<file path="src/rtl/maxplus_dot_serial_pkg.sv">
// Shared types and helpers for the serial max-plus dot product.
package maxplus_pkg;

    typedef enum logic [1:0] {
        IDLE = 2'd0,
        ACC  = 2'd1,
        DONE = 2'd2
    } state_e;

    // All-ones code of a w-bit element, used as epsilon (-inf).
    function automatic logic [31:0] eps(input int unsigned w);
        return (32'd1 << w) - 32'd1;
    endfunction

endpackage

</file>
<file path="src/rtl/maxplus_dot_serial_term.sv">
// One max-plus term: epsilon check, widened add and strict compare with the
// running maximum.
module maxplus_term
    import maxplus_pkg::*;
#(
    parameter int W = 8
) (
    input  logic [W-1:0] a,
    input  logic [W-1:0] b,
    input  logic [W:0]   acc,
    input  logic         acc_eps,
    output logic         take,
    output logic [W:0]   sum
);

    localparam logic [W-1:0] EPS = W'(eps(W));

    logic term_eps;

    always_comb begin
        term_eps = (a == EPS) || (b == EPS);
        sum      = {1'b0, a} + {1'b0, b};
        // Strict compare so a tie keeps the earlier (lower) index.
        take     = !term_eps && (acc_eps || (sum > acc));
    end

endmodule

</file>
<file path="src/rtl/maxplus_dot_serial.sv">
// Serial max-plus dot product r = max_k(a[k] + b[k]), one term per cycle,
// reporting the winning value, its index and an all-epsilon flag.
//
// state | meaning
// IDLE  | ready for a new operand pair
// ACC   | evaluating term k, updating the running maximum
// DONE  | result held until the consumer takes it
module maxplus_dot_serial
    import maxplus_pkg::*;
#(
    parameter  int N  = 3,
    parameter  int W  = 8,
    localparam int CW = (N > 1) ? $clog2(N) : 1
) (
    input  logic            clk,
    input  logic            rst_n,
    input  logic            in_valid,
    output logic            in_ready,
    input  logic [N*W-1:0]  vec_a,
    input  logic [N*W-1:0]  vec_b,
    output logic            out_valid,
    input  logic            out_ready,
    output logic [W:0]      result,
    output logic [CW-1:0]   result_idx,
    output logic            result_eps
);

    localparam logic [CW-1:0] K_LAST = CW'(N - 1);

    state_e         state_q, state_d;
    logic [CW-1:0]  k_q, k_d;
    logic [N*W-1:0] a_q, a_d, b_q, b_d;
    logic [W:0]     acc_q, acc_d;
    logic           acc_eps_q, acc_eps_d;
    logic [CW-1:0]  idx_q, idx_d;
    logic           in_ready_q, in_ready_d;
    logic           out_valid_q, out_valid_d;
    logic [W:0]     result_q, result_d;
    logic [CW-1:0]  result_idx_q, result_idx_d;
    logic           result_eps_q, result_eps_d;

    logic [W-1:0]   a_arr [N];
    logic [W-1:0]   b_arr [N];
    logic           take;
    logic [W:0]     sum;

    for (genvar g = 0; g < N; g++) begin : g_unpack
        assign a_arr[g] = a_q[g*W +: W];
        assign b_arr[g] = b_q[g*W +: W];
    end

    maxplus_term #(.W(W)) u_term (
        .a       (a_arr[k_q]),
        .b       (b_arr[k_q]),
        .acc     (acc_q),
        .acc_eps (acc_eps_q),
        .take    (take),
        .sum     (sum)
    );

    always_comb begin
        state_d      = state_q;
        k_d          = k_q;
        a_d          = a_q;
        b_d          = b_q;
        acc_d        = acc_q;
        acc_eps_d    = acc_eps_q;
        idx_d        = idx_q;
        in_ready_d   = in_ready_q;
        out_valid_d  = out_valid_q;
        result_d     = result_q;
        result_idx_d = result_idx_q;
        result_eps_d = result_eps_q;

        case (state_q)
            IDLE: begin
                in_ready_d = 1'b1;
                if (in_valid && in_ready_q) begin
                    a_d        = vec_a;
                    b_d        = vec_b;
                    k_d        = '0;
                    acc_d      = '0;
                    acc_eps_d  = 1'b1;
                    idx_d      = '0;
                    in_ready_d = 1'b0;
                    state_d    = ACC;
                end
            end
            ACC: begin
                if (take) begin
                    acc_d     = sum;
                    acc_eps_d = 1'b0;
                    idx_d     = k_q;
                end
                // acc/idx stay zero while every term so far was epsilon.
                if (k_q == K_LAST) begin
                    result_d     = acc_d;
                    result_idx_d = idx_d;
                    result_eps_d = acc_eps_d;
                    out_valid_d  = 1'b1;
                    state_d      = DONE;
                end else begin
                    k_d = k_q + 1'b1;
                end
            end
            DONE: begin
                if (out_ready) begin
                    out_valid_d = 1'b0;
                    in_ready_d  = 1'b1;
                    state_d     = IDLE;
                end
            end
            default: begin
                out_valid_d = 1'b0;
                in_ready_d  = 1'b1;
                state_d     = IDLE;
            end
        endcase
    end

    always_ff @(posedge clk) begin
        if (!rst_n) begin
            state_q      <= IDLE;
            k_q          <= '0;
            a_q          <= '0;
            b_q          <= '0;
            acc_q        <= '0;
            acc_eps_q    <= 1'b1;
            idx_q        <= '0;
            in_ready_q   <= 1'b1;
            out_valid_q  <= 1'b0;
            result_q     <= '0;
            result_idx_q <= '0;
            result_eps_q <= 1'b1;
        end else begin
            state_q      <= state_d;
            k_q          <= k_d;
            a_q          <= a_d;
            b_q          <= b_d;
            acc_q        <= acc_d;
            acc_eps_q    <= acc_eps_d;
            idx_q        <= idx_d;
            in_ready_q   <= in_ready_d;
            out_valid_q  <= out_valid_d;
            result_q     <= result_d;
            result_idx_q <= result_idx_d;
            result_eps_q <= result_eps_d;
        end
    end

    assign in_ready   = in_ready_q;
    assign out_valid  = out_valid_q;
    assign result     = result_q;
    assign result_idx = result_idx_q;
    assign result_eps = result_eps_q;

endmodule

</file>
<file path="config.mk">
export PLATFORM = sky130hd
export DESIGN_NAME = maxplus_dot_serial
export DESIGN_NICKNAME = d
export VERILOG_FILES = /design/src/rtl/maxplus_dot_serial_pkg.sv /design/src/rtl/maxplus_dot_serial_term.sv /design/src/rtl/maxplus_dot_serial.sv
export SDC_FILE = /design/constraint.sdc
export NUM_CORES = 1
export LEC_CHECK = 0
export CORE_UTILIZATION = 50
export DETAILED_ROUTE_END_ITERATION = 10
export MAX_ROUTING_LAYER = met4
export PLACE_DENSITY = 0.78
export SLEW_MARGIN = 20
export SYNTH_ARGS = -nofsm -noshare
export SYNTH_HDL_FRONTEND = slang
export SYNTH_SLANG_ARGS = --single-unit
</file>
<file path="constraint.sdc">
create_clock -name clk -period 4.91 [get_ports clk]
set_clock_uncertainty 0.2 [all_clocks]
set_input_delay 0.7365 -clock clk [delete_from_list [all_inputs] [get_ports clk]]
set_output_delay 0.7365 -clock clk [all_outputs]
set_load 0.05 [all_outputs]
</file>
==> flow_summary_export.csv <==
group,metric,value,unit
power,leakage_dissipation,1.860,nW
cts,htree_num_levels,3,
layout,layout-drive-gt1-share,6.216,%
power,total_power_draw,1.504,mW
layout,areaGrowthSynthToFinish,22.43,%
synth,ys_async_sr_fraction,0,%
floorplan,initial_utilization,51.91,%
synth,avgSynthCellArea,8.170,um2
sta,finalSetupViolations,0,
setup_path,cp_data_required_time,4.96,ns
synth,netlist_instances,491,
place,globalplace.congestion,0.8893,
route,number_of_antenna_violating_nets_in_the_routed_design,0,
cts,post-cts-setup-buffer-count,0,
synth,compound_cell_area_share_of_the_yosys_netlist,20.65,%
sta,report.final.slew_viol_count,0,
route,dr.pass1.iters,4,
cts,cts_made_buffers,9,
synth,synth_flop_cell,"dfxtp_1",
place,port_buffers,65,
global_route,number_of_global_route_vias_before_repair,3312,
synth,synth-warning-count,0,
global_route,grt_first_pass_wirelength,15210,um
sta,hold_slack,0.2523,ns
sta,timing.final.hold_violations,0,
place,sum_of_net_half_perimeters_after_detailed_placement,6793,um
floorplan,die-width,91.57,um
route,routed_wire_length_per_instance,14.27,um
setup_path,timing.critical_path.buf_inv,2,
setup_path,critical_path.cell_chain,"buf_4, mux2i_1, o22ai_1, ha_1, fa_1, a21oi_1, o21ai_0, o31a_1, a21oi_1, ha_1, a211oi_1, o21ai_0, a211oi_2, a31oi_2, buf_4, and4_4, a221o_1",
cts,clk_pin_slew,0.08,ns
route,dr.first_iter.drc_count,139,
synth,synth_simple_gate_area_share,20.68,%
place,place_inst,632,
route,finalWirelength,9264,um
setup_path,cpPeakStageDelay,0.47,ns
cts,cts.path.max_buffers,2,
route,routed_via_density,5.476,
cts,tritoncts_clock_tree,"yes",
cts,cts.sinks,78,
sta,final_critical_path_setup_slack,0.3402,ns
power,power_density_of_the_placed_cells,306.3,mW/mm2
setup_path,crit_arrival,4.62,ns
layout,stdcell_count,649,
layout,final_antenna_diode_count,0,
layout,n_fill_cell,677,
sta,timing.max_slew.rel_slack,38.40,%
global_route,grt_start_max_net_pins,47,
setup_path,critPathSlowestCell,"dfxtp_1",
floorplan,die_area,0.008385,mm2
route,drc,0,
outcome,outcome,"complete, no violations",
sta,worst_pin_slew,0.9240,ns
synth,synth_edf_count,0,
setup_path,setup.worst_path.start_class,"flip-flop",
setup_path,worst_r2r_path_depth,17,
global_route,globalRoute.totalOverflow,0,
flow_run,cap_violations,0,
power,vdd_drop_max,187.4,uV
sta,final_min_period_over_clock_period,93.07,%
floorplan,die_height,91.57,um
global_route,grt_antenna_before_repair,0,
setup_path,worst_path_maximum_fanout,9,
layout,multiInputGateArea,0.002248,mm2
sta,max_freq,218.8,MHz
setup_path,critPathTopFamily,"compound AO/OA/AOI/OAI gates",
layout,nNetsFinal,613,
sta,sum_neg_setup_slack,0,ns
synth,synthMuxAreaShare,6.987,%
global_route,gr-usage-all-layers,23.69,%
synth,synth_seq_cells,78,
floorplan,core_area,0.007727,mm2
cts,cts_root_buf,"clkbuf_8",
place,detailedPlace.worstSlack,0.3657,ns
synth,synth.distinct_cells,44,
sta,grt_setup_unrepaired,"no",
cts,clock_insertion_delay_worst_skew,0.36,ns
synth,xor_and_xnor_fraction_of_the_mapped_netlist_area,0.8734,%
synth,seq_area_frac_synth,38.93,%
floorplan,ios,66,
synth,syn_area,0.004011,mm2
layout,final_common_cell,"nand2_1",
min_path,worst_hold_path_type,"flip-flop to flip-flop",
synth,dominant_combinational_cell_family_by_area_after_synthesis,"simple AND/OR/NAND/NOR gates",
setup_path,number_of_gates_on_the_worst_path_with_buffers_counted,17,
setup_path,worst_setup_path_end_kind,"flip-flop",
synth,synthesis.nets,562,
setup_path,worst-setup-path-type,"flip-flop to flip-flop",
route,total_number_of_vias,3554,
layout,final_cell_mix,"nand2_1, dfxtp_1, clkdlybuf4s50_1",
floorplan,fp-row-count,32,
synth,synth_adder_area_share,6.114,%
layout,layout.area.seq,0.001562,mm2
sta,post-route-min-period,4.570,ns
min_path,hold_depth,2,
-- worst min-delay path, stage by stage (launching register included) --
cell     delay [ns]
dfxtp_1        0.33
nand2_1        0.05
o31ai_1        0.05
-- sequential cells by signal (all words and copies together), names as in the netlist --
signal	cells
in_ready	1
out_valid	1
idx_q	2
state_q	2
k_q	2
acc_eps_q	1
a_q	24
result_idx	2
result	9
b_q	24
result_eps	1
acc_q	9
-- worst paths after layout --
path         slack, ns         to       from
max               0.34  result[4]     k_q[1]
min reg2reg       0.25  result[8]  result[8]
min               0.25  result[8]  result[8]
max reg2reg       0.34  result[4]     k_q[1]
-- metrics by stage --
step	utilization, %	cell area [um2]
after global routing	63.55	4911
final	63.55	4911
after global placement	60.69	4690
after detailed placement	60.69	4690
after floorplan	-	4011
after CTS	63.23	4886
-- layout make-up --
type / count / share of cell area, %
flip-flops and latches: 78 / 31.80
repair buffers: 75 / 14.68
well taps: 102 / 2.599
inverters: 15 / 1.146
multi-input cells: 363 / 45.78
clock buffers: 10 / 2.599
clock inverters: 6 / 1.401
-- cell families (layout without fill, tap and decap cells) --
logic type / Yosys count / count (layout)
AO/OA/AOI/OAI: 117 / 118
AND/OR/NAND/NOR: 194 / 194
flip-flops: 78 / 78
buffers and inverters: 51 / 106
multiplexers: 28 / 28
XOR/XNOR: 4 / 4
adder cells (fa/ha/maj): 19 / 19
-- timing repair --
action	CTS	global route
setup endpoints to repair	0	8
gates resized for setup	0	2
hold buffers	0	0
hold endpoints to repair	0	0
-- per-layer routing --
metal  routed length [um]  share of wire [%]  global-route usage [%]
met3                  353                3.8                   5.528
met2                 4541                 49                   37.78
met1                 4175                 45                   28.73
met5                    0                  0                       -
met4                  194                2.1                   9.788
-- power by group --
| group | total [mW] | leakage, nW | internal (mW) | switching [mW] |
|---|---|---|---|---|
| clock | 0.482 | 0.0973 | 0.238 | 0.244 |
| sequential | 0.694 | 0.636 | 0.667 | 0.0265 |
| combinational | 0.328 | 1.13 | 0.141 | 0.187 |
| total | 1.50 | 1.86 | 1.05 | 0.457 |
-- synth_stat cells, types with 7 or more instances --
master,count,area (um2)
a21oi_1,9,45.04
inv_1,15,56.30
nor3_1,10,50.05
nor2_1,8,30.03
mux2i_1,28,280.3
o2bb2ai_1,8,70.07
dfxtp_1,78,1562
clkbuf_1,25,93.84
ha_1,18,225.2
nand4_1,7,43.79
nand2_1,133,499.2
o21ai_0,16,80.08
o22ai_1,11,68.82
a21boi_0,50,375.4
nand3_1,19,95.09
No activity file was read; power rests on OpenSTA's default activity.
